[src/rtl/console_tx_packetizer.sv]
// Console-to-AXI-Stream packetizer: pulls chars from a console output FIFO one read at a time
// and emits them as packets closed by newline, maximum length, idle timeout or enable drop.
module console_tx_packetizer #(
  parameter int MAX_PKT_LEN  = 256,
  parameter int IDLE_TIMEOUT = 1000,
  parameter int NL_FLUSH     = 1,
  parameter int READ_LAT     = 2
) (
  input  logic        clk,
  input  logic        rst_n,
  input  logic        enable,
  input  logic        output_available,
  input  logic [7:0]  output_data_reg,
  output logic        output_read_en,
  output logic [7:0]  m_axis_tdata,
  output logic        m_axis_tvalid,
  output logic        m_axis_tlast,
  input  logic        m_axis_tready,
  output logic [15:0] pkt_count,
  output logic        busy
);

  localparam logic [16:0] MAX_LEN  = 17'(MAX_PKT_LEN);
  localparam logic [15:0] TMO_LAST = 16'(IDLE_TIMEOUT - 1);
  localparam logic [15:0] RD_LAT   = 16'(READ_LAT);

  typedef enum logic [2:0] {
    S_IDLE,
    S_WAIT,
    S_SEND_HOLD,
    S_SEND_NEW,
    S_HOLD,
    S_FLUSH
  } state_t;

  state_t      state;
  state_t      state_nxt;

  logic [15:0] k;
  logic [15:0] hold_timer;
  logic [15:0] wait_cnt;
  logic        hold_vld;
  logic [7:0]  hold_data;
  logic [7:0]  pend_data;

  logic        rd_en;
  logic        capture;
  logic        beat_done;
  logic        beat_load;
  logic [7:0]  beat_data;
  logic        beat_last;
  logic        hold_load;
  logic [7:0]  hold_load_data;
  logic        hold_clr;
  logic        pend_load;
  logic        timer_clr;

  // k_eff is the beat index the char would occupy in the current packet
  function automatic logic is_term(input logic [7:0] c, input logic [15:0] k_eff);
    logic [16:0] next_len;
    next_len = {1'b0, k_eff} + 17'd1;
    return (next_len == MAX_LEN) || ((NL_FLUSH != 0) && (c == 8'h0A));
  endfunction

  assign capture        = (state == S_WAIT) && (wait_cnt == RD_LAT);
  assign beat_done      = m_axis_tvalid && m_axis_tready;
  assign output_read_en = rd_en;
  assign busy           = (state != S_IDLE) || hold_vld;

  always_ff @(posedge clk) begin
    if (!rst_n) begin
      state <= S_IDLE;
    end else begin
      state <= state_nxt;
    end
  end

  always_comb begin
    state_nxt      = state;
    rd_en          = 1'b0;
    beat_load      = 1'b0;
    beat_data      = 8'h00;
    beat_last      = 1'b0;
    hold_load      = 1'b0;
    hold_load_data = 8'h00;
    hold_clr       = 1'b0;
    pend_load      = 1'b0;
    timer_clr      = 1'b0;
    case (state)
      S_IDLE: begin
        if (output_available && enable) begin
          rd_en     = 1'b1;
          state_nxt = S_WAIT;
        end
      end
      S_WAIT: begin
        if (capture) begin
          if (hold_vld) begin
            // held char goes out first; the new char waits in pend_data
            state_nxt = S_SEND_HOLD;
            beat_load = 1'b1;
            beat_data = hold_data;
            pend_load = 1'b1;
          end else if (is_term(output_data_reg, k)) begin
            state_nxt = S_SEND_NEW;
            beat_load = 1'b1;
            beat_data = output_data_reg;
            beat_last = 1'b1;
          end else begin
            state_nxt      = S_HOLD;
            hold_load      = 1'b1;
            hold_load_data = output_data_reg;
            timer_clr      = 1'b1;
          end
        end
      end
      S_SEND_HOLD: begin
        if (beat_done) begin
          if (is_term(pend_data, k + 16'd1)) begin
            state_nxt = S_SEND_NEW;
            beat_load = 1'b1;
            beat_data = pend_data;
            beat_last = 1'b1;
            hold_clr  = 1'b1;
          end else begin
            state_nxt      = S_HOLD;
            hold_load      = 1'b1;
            hold_load_data = pend_data;
            timer_clr      = 1'b1;
          end
        end
      end
      S_SEND_NEW: begin
        if (beat_done) begin
          state_nxt = S_IDLE;
        end
      end
      S_HOLD: begin
        // a new char wins over the timeout in the same cycle
        if (output_available && enable) begin
          rd_en     = 1'b1;
          state_nxt = S_WAIT;
        end else if (!enable || (hold_timer == TMO_LAST)) begin
          state_nxt = S_FLUSH;
          beat_load = 1'b1;
          beat_data = hold_data;
          beat_last = 1'b1;
        end
      end
      S_FLUSH: begin
        if (beat_done) begin
          hold_clr  = 1'b1;
          state_nxt = S_IDLE;
        end
      end
      default: begin
        state_nxt = S_IDLE;
      end
    endcase
  end

  always_ff @(posedge clk) begin
    if (!rst_n) begin
      wait_cnt      <= '0;
      hold_timer    <= '0;
      hold_vld      <= 1'b0;
      m_axis_tvalid <= 1'b0;
      m_axis_tlast  <= 1'b0;
      m_axis_tdata  <= 8'h00;
      k             <= '0;
      pkt_count     <= '0;
    end else begin
      if (rd_en) begin
        wait_cnt <= 16'd1;
      end else if (state == S_WAIT) begin
        wait_cnt <= wait_cnt + 16'd1;
      end

      if (timer_clr) begin
        hold_timer <= '0;
      end else if (state == S_HOLD) begin
        hold_timer <= hold_timer + 16'd1;
      end

      if (hold_load) begin
        hold_vld <= 1'b1;
      end else if (hold_clr) begin
        hold_vld <= 1'b0;
      end

      // a new beat may be loaded in the same cycle the previous one completes
      if (beat_load) begin
        m_axis_tvalid <= 1'b1;
        m_axis_tdata  <= beat_data;
        m_axis_tlast  <= beat_last;
      end else if (beat_done) begin
        m_axis_tvalid <= 1'b0;
        m_axis_tlast  <= 1'b0;
      end

      if (beat_done) begin
        if (m_axis_tlast) begin
          k         <= '0;
          pkt_count <= pkt_count + 16'd1;
        end else begin
          k <= k + 16'd1;
        end
      end
    end
  end

  always_ff @(posedge clk) begin
    if (hold_load) begin
      hold_data <= hold_load_data;
    end
    if (pend_load) begin
      pend_data <= output_data_reg;
    end
  end

endmodule

[config.mk]
export PLATFORM = sky130hd
export DESIGN_NAME = console_tx_packetizer
export DESIGN_NICKNAME = d
export VERILOG_FILES = /design/src/rtl/console_tx_packetizer.sv
export SDC_FILE = /design/constraint.sdc
export NUM_CORES = 1
export LEC_CHECK = 0
export BUFFER_PORTS_ARGS = -buffer_cell sky130_fd_sc_hd__clkbuf_2
export CORE_MARGIN = 1
export CORE_UTILIZATION = 65
export CTS_BUF_LIST = sky130_fd_sc_hd__clkbuf_2
export DETAILED_ROUTE_END_ITERATION = 7
export PLACE_DENSITY = 0.9
export SLEW_MARGIN = 20
export SYNTH_ARGS = -nofsm -noshare
export SYNTH_HDL_FRONTEND = slang
export SYNTH_SLANG_ARGS = --single-unit
[constraint.sdc]
create_clock -name clk -period 8.48 [get_ports clk]
set_input_delay 1.696 -clock clk [delete_from_list [all_inputs] [get_ports clk]]
set_output_delay 1.696 -clock clk [all_outputs]
set_load 0.05 [all_outputs]
==> results of run 1 <==
## how the worst max path moves through the flow
stage                startpoint             end  slack [ns]  depth (start not counted)
5_1_grt                    k[0]    hold_data[3]        3.95                          9
3_5_place_dp      m_axis_tready    hold_data[2]        4.14                          6
6_report                   k[0]    hold_data[2]        4.10                          9
4_1_cts                  enable  output_read_en        4.20                          5
3_3_place_gp             enable  output_read_en        4.24                          5
2_1_floorplan  output_available  output_read_en        4.35                          3
## cells in the final DEF (no fill, tap or decap), types with 7 or more instances in the layout
cell type   n
a21oi_1    34
and3_1     14
clkbuf_2   50
dfxtp_1    78
edfxtp_1   16
inv_1      17
nand2_1    62
nand2b_1    7
nand3_1    22
nand4_1    21
nor2_1     60
nor3_1     19
nor4_1     11
nor4_2     16
o211ai_1   13
o21ai_0    32
or3_1      13
xnor2_1    20
xor2_1     30
## cell families after synthesis
| group | Yosys count | share of synthesized area [%] |
|---|---|---|
| xor+xnor | 50 | 7.90 |
| fa+ha+maj | 6 | 1.35 |
| simple gates | 293 | 30.7 |
| flops | 94 | 36.8 |
| compound gates | 141 | 18.1 |
| buf+inv | 58 | 4.79 |
| mux | 2 | 0.361 |
## power by group
part	switching (mW)	leakage, nW	internal [mW]
Sequential	0.0130	0.759	0.462
Combinational	0.0471	1.09	0.0220
Clock	0.156	0.0746	0.0979
## routing by layer
| metal | up-vias | routed length (um) | global-route usage (%) |
|---|---|---|---|
| met5 | - | 0 | 0 |
| met4 | 0 | 410 | 16.2 |
| met3 | 48 | 1240 | 5.56 |
| met2 | 310 | 6450 | 50.2 |
| met1 | 2412 | 5460 | 39.4 |
| li1 | 2394 | - | - |
## registers in the layout (all words and copies together) (netlist names)
register	cells
hold_data	8
hold_timer	16
hold_vld	1
k	16
m_axis_tdata	8
m_axis_tlast	1
m_axis_tvalid	1
pend_data	8
pkt_count	16
state	3
wait_cnt	16
## layout make-up
| class | count | area [sq um] | share of cell area [%] |
|---|---|---|---|
| well taps | 105 | 131 | 2.26 |
| multi-input cells | 492 | 3230 | 55.6 |
| clock inverters | 5 | 83.8 | 1.44 |
| clock buffers | 10 | 50.0 | 0.860 |
| flip-flops and latches | 94 | 2040 | 35.1 |
| repair buffers | 41 | 208 | 3.57 |
| inverters | 18 | 67.6 | 1.16 |
## stage by stage
stage	std cells	area [sq um]	hold WS, ns
after floorplan	644	5540	0.458
after global placement	750	5680	0.469
after detailed placement	750	5680	0.486
after CTS	765	5820	0.515
after global routing	765	5820	0.547
final	765	5820	0.511
## critical path, delay by kind of cell (launching register included)
| kind | cells | cell delay (ns) |
|---|---|---|
| AND/OR/NAND/NOR | 4 | 0.97 |
| adder cells (fa/ha/maj) | 1 | 0.59 |
| AO/OA/AOI/OAI | 3 | 1.43 |
| XOR/XNOR | 1 | 0.44 |
| flip-flops | 1 | 0.64 |
==> impl_metrics.ini, run 1 <==
[routing]
ant_nets = 0
post_drt_wl_per_cell_um = 17.7
route.detailed.drc = 0
first_pass_iters = 5
drt_iter0_drc = 541
vias = 5164
wl_um = 13600
avgViaCountPerCell = 6.75

[worst_hold_path]
whs_endpoint = wait_cnt[15]
hp-class = reg -> reg
worstHoldPathCells = 2
min_from = wait_cnt[15]

[logic_synthesis]
yosys.area.top_type_share_pct = 28.2
synth_edf_count = 16
ys_seq_area_share_pct = 36.8
yosysMostFrequentCell = dfxtp_1
synth.area.top_cells = dfxtp_1 (28%), edfxtp_1 (8.7%), xor2_1 (4.7%), nand2_1 (4.2%), nor2_1 (4.1%)
yosys_warnings = 0
synthTopCellsByCount = dfxtp_1 (78), nand2_1 (62), nor2_1 (60)
synth_ff_type = dfxtp_1
synth_area_sq_um = 5540
synth_cells = 644
yosysTopAreaCell = dfxtp_1
ys_types = 80
synth.avg_cell_area_sq_um = 8.60
syn_nets = 663
async_flop_share_pct = 0
ys_ff_latch = 94

[critical_path]
worstRegToRegCells = 9
crit_required_ns = 8.74
r2r_start = k[0]
cp_data_arrival_time_ns = 4.64
crit_slowest_cell = a21oi_4
crit_type = reg -> reg
crit_fanout = 27
critical_path.max_stage_delay_ns = 0.74
rr_endpoint = hold_data[2]
crit_chain = ha_1, and2_1, nand4_1, xnor2_1, nand3_2, o221a_2, o2111a_1, a21oi_4, or2_2
end_kind = register
cp-start-kind = register
r2r_setup_slack_ns = 4.10

[global_route]
grt_first_pass_wirelength_um = 21700
grt_start_max_net_pins = 55
gr-total-overflow = 0
grt_pass1_vias = 4687
antenna_found_initial = 0
track_usage_pct = 31.0

[job]
drv_cap = 0

[timing]
setup_ws_ns = 4.10
min_period_over_period_pct = 51.6
hold_violations = 0
worst_slew_pin_slew_ns = 1.10
fin_crit_ns = 4.38
slew_headroom_pct = 26.8
maxSlewViolCount = 0
finalSetupViolCount = 0
finClkSkew_ns = 0.0433
fmax_mhz = 228
tns_ns = 0
rsz0062_at_grt = false

[clock_network]
clock_sinks = 94
path_clk_slew_ns = 0.28
cts_root_buf = clkbuf_2
cts_buffers = 9
hold_buffers = 0
clk_path_buf_depth = 2
ctsHtreeMaxLevel = 3
postCtsSetupRepairBufs = 0
cts_resized = 0
clk-insertion-delay-late_ns = 0.56
tritoncts = done

[placement]
portBuffers = 40
pre_cts_slack_ns = 4.14
place.gp.congestion = 0.955
hpwl_um = 9230

[floorplanning]
rows = 33
pin_count = 41
die_y_um = 94.3
start_util_pct = 67.4
core-area_sq_um = 8220
die_area_sq_um = 8900
die_w_um = 94.3

[cells_and_area]
fin_nets = 675
fin_util_pct = 70.8
fillCellCount = 614
areaGrowthSynthToFinish_pct = 4.97
drive_above_1_share_pct = 15.8
antenna_cells = 0

[pwr]
powerDensity_nw_per_um2 = 137
leakage_nw = 1.92
ir_drop_v = 0.000140
fin_total_pwr_mw = 0.797

[status]
status = finished, final reports clean
(Power assumes the default switching activity.)
==> inputs of run 2 (changes only) <==
--- a/config.mk
+++ b/config.mk
@@ -5,12 +5,13 @@
 export SDC_FILE = /design/constraint.sdc
 export NUM_CORES = 1
 export LEC_CHECK = 0
+export ABC_AREA = 1
 export BUFFER_PORTS_ARGS = -buffer_cell sky130_fd_sc_hd__clkbuf_2
 export CORE_MARGIN = 1
-export CORE_UTILIZATION = 65
+export CORE_UTILIZATION = 57
 export CTS_BUF_LIST = sky130_fd_sc_hd__clkbuf_2
 export DETAILED_ROUTE_END_ITERATION = 7
-export PLACE_DENSITY = 0.9
+export PLACE_DENSITY = 0.84
 export SLEW_MARGIN = 20
 export SYNTH_ARGS = -nofsm -noshare
 export SYNTH_HDL_FRONTEND = slang
==> constraint.sdc (replaced) <==
create_clock -name clk -period 3.9 [get_ports clk]
set_input_delay 0.78 -clock clk [delete_from_list [all_inputs] [get_ports clk]]
set_output_delay 0.78 -clock clk [all_outputs]
set_load 0.05 [all_outputs]
==> impl_metrics.ini, run 2 <==
[status]
status = finished, final reports clean

[pwr]
fin_total_pwr_mw = 1.92
powerDensity_nw_per_um2 = 320
leakage_nw = 2.46
ir_drop_v = 0.000240

[logic_synthesis]
synth_top_family_by_area = simple AND/OR/NAND/NOR gates
ys_seq_area_share_pct = 36.8
synth.avg_cell_area_sq_um = 6.85
syn_nets = 830
yosys_warnings = 0
yosysTopAreaCell = dfxtp_1
synth_area_sq_um = 5550
synth_ff_type = dfxtp_1
synth_cells = 811
yosysMostFrequentCell = nand2_1
synth_edf_count = 16
ys_types = 44
synthMuxAreaShare_pct = 0.180
synth_compound_area_share_pct = 7.48
synth-simple-area-share_pct = 40.5
yosys.area_share.adder_pct = 1.35
async_flop_share_pct = 0
synth-xor-area-share_pct = 3.00
ys_ff_latch = 94
synth.area.top_cells = dfxtp_1 (28%), nand2_1 (14%), edfxtp_1 (8.7%), inv_1 (8.6%), nor2_1 (6.0%)
synthTopCellsByCount = nand2_1 (214), inv_1 (127), nor2_1 (89)
yosys.area.top_type_share_pct = 28.1

[global_route]
gr-total-overflow = 0
track_usage_pct = 24.9
grt_first_pass_wirelength_um = 20100
grt_pass1_vias = 4654
antenna_found_initial = 0
grt_start_max_net_pins = 28

[floorplanning]
die_w_um = 101
die_y_um = 101
start_util_pct = 59.5
pin_count = 41
core-area_sq_um = 9330
die_area_sq_um = 10100
rows = 35

[routing]
vias = 5088
ant_nets = 0
wl_um = 11900
avgViaCountPerCell = 5.16
drt_iter0_drc = 234
first_pass_iters = 5
post_drt_wl_per_cell_um = 12.0
route.detailed.drc = 0

[timing]
hold_violations = 0
min_period_over_period_pct = 76.8
slew_headroom_pct = 54.9
rsz0062_at_grt = false
tns_ns = 0
finalSetupViolCount = 0
setup_ws_ns = 0.905
fmax_mhz = 334
fin_crit_ns = 2.99
worst_slew_pin_slew_ns = 0.675
finClkSkew_ns = 0.0317
maxSlewViolCount = 0

[critical_path]
end_kind = register
critical_path.max_stage_delay_ns = 0.51
crit_slowest_cell = dfxtp_1
crit_type = reg -> reg
cp-start-kind = register
crit_chain = ha_1, nand3_2, nor2_4, nand2_1, nand2_1, nand2_1, nor2_1, o21ai_1, nand2_1, nand3_1, nor2_1, nand2_1, nand2_2, inv_2, nand3_4, nand2_4, inv_4, nand2_8, nor2_1
cp_data_arrival_time_ns = 3.50
cp_common_cell = nand2_1
crit_fanout = 16
crit_required_ns = 4.40

[clock_network]
clock_sinks = 94
cts_root_buf = clkbuf_2
clk-insertion-delay-late_ns = 0.57
tritoncts = done
hold_buffers = 0
postCtsSetupRepairBufs = 0
path_clk_slew_ns = 0.27
ctsHtreeMaxLevel = 3
clk_path_buf_depth = 2
cts_buffers = 9
cts_resized = 0

[worst_hold_path]
hp-class = in -> reg

[placement]
portBuffers = 40
hpwl_um = 8910
place.gp.congestion = 0.940
pre_cts_slack_ns = 0.861

[cells_and_area]
register_area_sq_um = 2040
antenna_cells = 0
areaGrowthSynthToFinish_pct = 8.36
fin_nets = 872
fillCellCount = 877
drive_above_1_share_pct = 13.5
final_common_cell = nand2_1
most-common-layout-cells = nand2_1 (214), inv_1 (127), nor2_1 (88), dfxtp_1 (78), clkbuf_2 (50)
multi_input_area_sq_um = 2920

[job]
drv_cap = 0
run 2: cell count changes in the layout (fill, tap and decap cells not counted), sizes merged, moves of 16 or more:
cell,before,now
inv,19,135
nand2,62,228
nand3,26,42
nand4,22,46
nor2,60,112
o21ai,36,18
xnor2,20,3
run 2: worst max-delay path, delay by kind of cell (launching register included):
kind,cells,cell delay (ns)
fa+ha+maj,1,0.28
compound gates,1,0.09
buf+inv,2,0.18
flops,1,0.51
simple gates,15,1.85
run 2: per-layer routing:
| metal | part of all wire, % | wire length [um] | track usage [%] | up-vias |
|---|---|---|---|---|
| met5 | 0 | 0 | 0 | - |
| met4 | 1.9 | 223 | 11.4 | 0 |
| met3 | 5.2 | 619 | 5.41 | 23 |
| met2 | 47 | 5620 | 42.6 | 126 |
| met1 | 46 | 5410 | 29.9 | 2250 |
| li1 | - | - | - | 2689 |
run 2: final cells by class:
cell class / count / share of cell area [%]
Sequential cell: 94 / 33.9
Clock inverter: 6 / 1.56
Multi-Input combinational cell: 567 / 48.5
Timing Repair Buffer: 45 / 3.95
Tap cell: 129 / 2.68
Clock buffer: 10 / 0.832
Inverter: 136 / 8.53
run 2: metrics by stage:
step / cell area (sq um) / cells / hold slack (ns) / utilization (%)
detailed placement: 5870 / 971 / 0.463 / 62.9
floorplan: 5550 / 811 / 0.439 / -
global placement: 5870 / 971 / 0.451 / 62.9
global route: 6020 / 987 / 0.403 / 64.5
CTS: 6010 / 987 / 0.400 / 64.5
finish: 6020 / 987 / 0.440 / 64.5
run 2: logic make-up after synthesis:
kind of cell / Yosys count
and+or+nand+nor: 463
buffers and inverters: 150
DFF: 94
AOI/OAI and AO/OA: 78
xor gates and xnor gates: 19
adders and majority gates: 6
muxes: 1
run 2: path summary, 6_finish.rpt:
| check | from | endpoint | slack (ns) | cells after the start |
|---|---|---|---|---|
| min | output_data_reg[4] | pend_data[4] | 0.44 | 1 |
| max | k[0] | hold_timer[2] | 0.91 | 19 |
| min reg2reg | wait_cnt[6] | wait_cnt[6] | 0.49 | 2 |
| max reg2reg | k[0] | hold_timer[2] | 0.91 | 19 |
run 2: report_power, final:
group          internal, mW  switching, mW
logic                0.0863          0.231
registers              1.02         0.0287
clock network         0.219          0.340
==> inputs of run 3 (changes only) <==
--- a/config.mk
+++ b/config.mk
@@ -5,13 +5,13 @@
 export SDC_FILE = /design/constraint.sdc
 export NUM_CORES = 1
 export LEC_CHECK = 0
-export ABC_AREA = 1
+export ABC_AREA = 0
 export BUFFER_PORTS_ARGS = -buffer_cell sky130_fd_sc_hd__clkbuf_2
 export CORE_MARGIN = 1
-export CORE_UTILIZATION = 57
+export CORE_UTILIZATION = 63
 export CTS_BUF_LIST = sky130_fd_sc_hd__clkbuf_2
 export DETAILED_ROUTE_END_ITERATION = 7
-export PLACE_DENSITY = 0.84
+export PLACE_DENSITY = 0.88
 export SLEW_MARGIN = 20
 export SYNTH_ARGS = -nofsm -noshare
 export SYNTH_HDL_FRONTEND = slang
==> constraint.sdc (replaced) <==
create_clock -name clk -period 3 [get_ports clk]
set_input_delay 0.6 -clock clk [delete_from_list [all_inputs] [get_ports clk]]
set_output_delay 0.6 -clock clk [all_outputs]
set_load 0.05 [all_outputs]
==> impl_metrics.ini, run 3 (synthesized netlist as in run 1, its figures left out) <==
[critical_path]
cp-start-kind = register
crit_type = reg -> reg
cp_data_arrival_time_ns = 3.23
crit_required_ns = 3.27
end_kind = register
crit_fanout = 12

[global_route]
gr-total-overflow = 0
grt_start_max_net_pins = 30
track_usage_pct = 31.7
antenna_found_initial = 0
grt_pass1_vias = 4851
grt_first_pass_wirelength_um = 22800

[placement]
place.gp.congestion = 0.999
hpwl_um = 9940
portBuffers = 40

[floorplanning]
die_w_um = 95.8
core-area_sq_um = 8380
die_area_sq_um = 9170
die_y_um = 95.8
start_util_pct = 66.1
rows = 33
pin_count = 41

[clock_network]
tritoncts = done
ctsHtreeMaxLevel = 3
clock_sinks = 94
cts_root_buf = clkbuf_2
path_clk_slew_ns = 0.28
hold_buffers = 0
clk-insertion-delay-late_ns = 0.55
clk_path_buf_depth = 2
cts_buffers = 9

[routing]
post_drt_wl_per_cell_um = 17.6
avgViaCountPerCell = 6.59
vias = 5308
ant_nets = 0
first_pass_iters = 7
drt_iter0_drc = 452
route.detailed.drc = 0
wl_um = 14200

[worst_hold_path]
hp-class = in -> reg

[timing]
fmax_mhz = 338
worst_slew_pin_slew_ns = 0.729
maxSlewViolCount = 0
finClkSkew_ns = 0.0382
finalSetupViolCount = 0
hold_violations = 0
hold_ws_ns = 0.265
fin_crit_ns = 2.96
rsz0062_at_grt = true
min_period_over_period_pct = 98.7
slew_headroom_pct = 51.3

[cells_and_area]
most-common-layout-cells = dfxtp_1 (72), nand2_1 (62), nor2_1 (60), clkbuf_2 (50), buf_4 (39)
final_common_cell = dfxtp_1
drive_above_1_share_pct = 23.0
areaGrowthSynthToFinish_pct = 12.6
fin_util_pct = 74.5
antenna_cells = 0
fin_nets = 715

[pwr]
powerDensity_nw_per_um2 = 350
fin_total_pwr_mw = 2.19
leakage_nw = 2.17
ir_drop_v = 0.000417

[status]
status = finished, final reports clean

[job]
drv_cap = 0
[run 3: cell types whose count changed in the layout (fill, tap and decap cells not counted), moves of 14 or more]
cell	previous run	this run
nand3_1	37	22
nor2_4	15	0
inv_1	127	17
buf_4	5	39
nor4_2	0	14
xnor2_1	3	18
nor2_1	88	60
xor2_1	16	30
nand2_1	214	62
nand4_1	46	21
[run 3: repair_timing]
action / in CTS / in global routing
gates resized for setup: 5 / 19
setup buffers: 0 / 7
pin swaps: 0 / 8
endpoints found under the setup margin: 12 / 45
[run 3: worst paths after layout]
path,start,to,slack [ns],cells after the start
setup / recovery,k[1],hold_data[6],0.04,9
hold / removal,output_data_reg[7],pend_data[7],0.26,1
hold reg to reg,wait_cnt[10],wait_cnt[10],0.54,2
setup reg to reg,k[1],hold_data[6],0.04,9
[run 3: power by group]
group          internal, mW  total, mW  switching (mW)
Sequential             1.30       1.33          0.0302
Clock                 0.195      0.632           0.437
Combinational        0.0753      0.220           0.145
[run 3: worst max-delay path: stages, from the launching register on]
cell      delay [ns]
dfxtp_4         0.44
ha_4            0.22
and3_4          0.24
nand4_1         0.15
a211oi_2        0.36
o21ai_2         0.15
o32a_1          0.41
or2_4           0.29
a21oi_4         0.20
or2_4           0.23
[run 3: stage by stage]
stage                     worst slack, ns  TNS [ns]  cells  cell area (sq um)
after floorplan                    0.0176         0    644               5570
after global placement             0.0838         0    783               5980
after detailed placement          0.00425         0    783               5980
after CTS                         0.00531         0    798               6110
after global routing              -0.0638    -0.703    805               6240
final                              0.0399         0    805               6240
[run 3: layout make-up]
type,count,area (sq um)
Timing Repair Buffer,81,533
Sequential cell,94,2050
Inverter,18,67.6
Fill cell,590,2140
Tap cell,105,131
Clock inverter,5,60.1
Multi-Input combinational cell,492,3350
Clock buffer,10,50.0
[run 3: metal layers]
layer / wire length, um / GRT usage, % / up-vias / part of all wire [%]
li1: - / - / 2475 / -
met3: 1090 / 6.08 / 45 / 7.7
met1: 5790 / 41.7 / 2514 / 41
met2: 6970 / 51.7 / 274 / 49
met4: 333 / 11.7 / 0 / 2.3
met5: 0 / 0 / - / 0
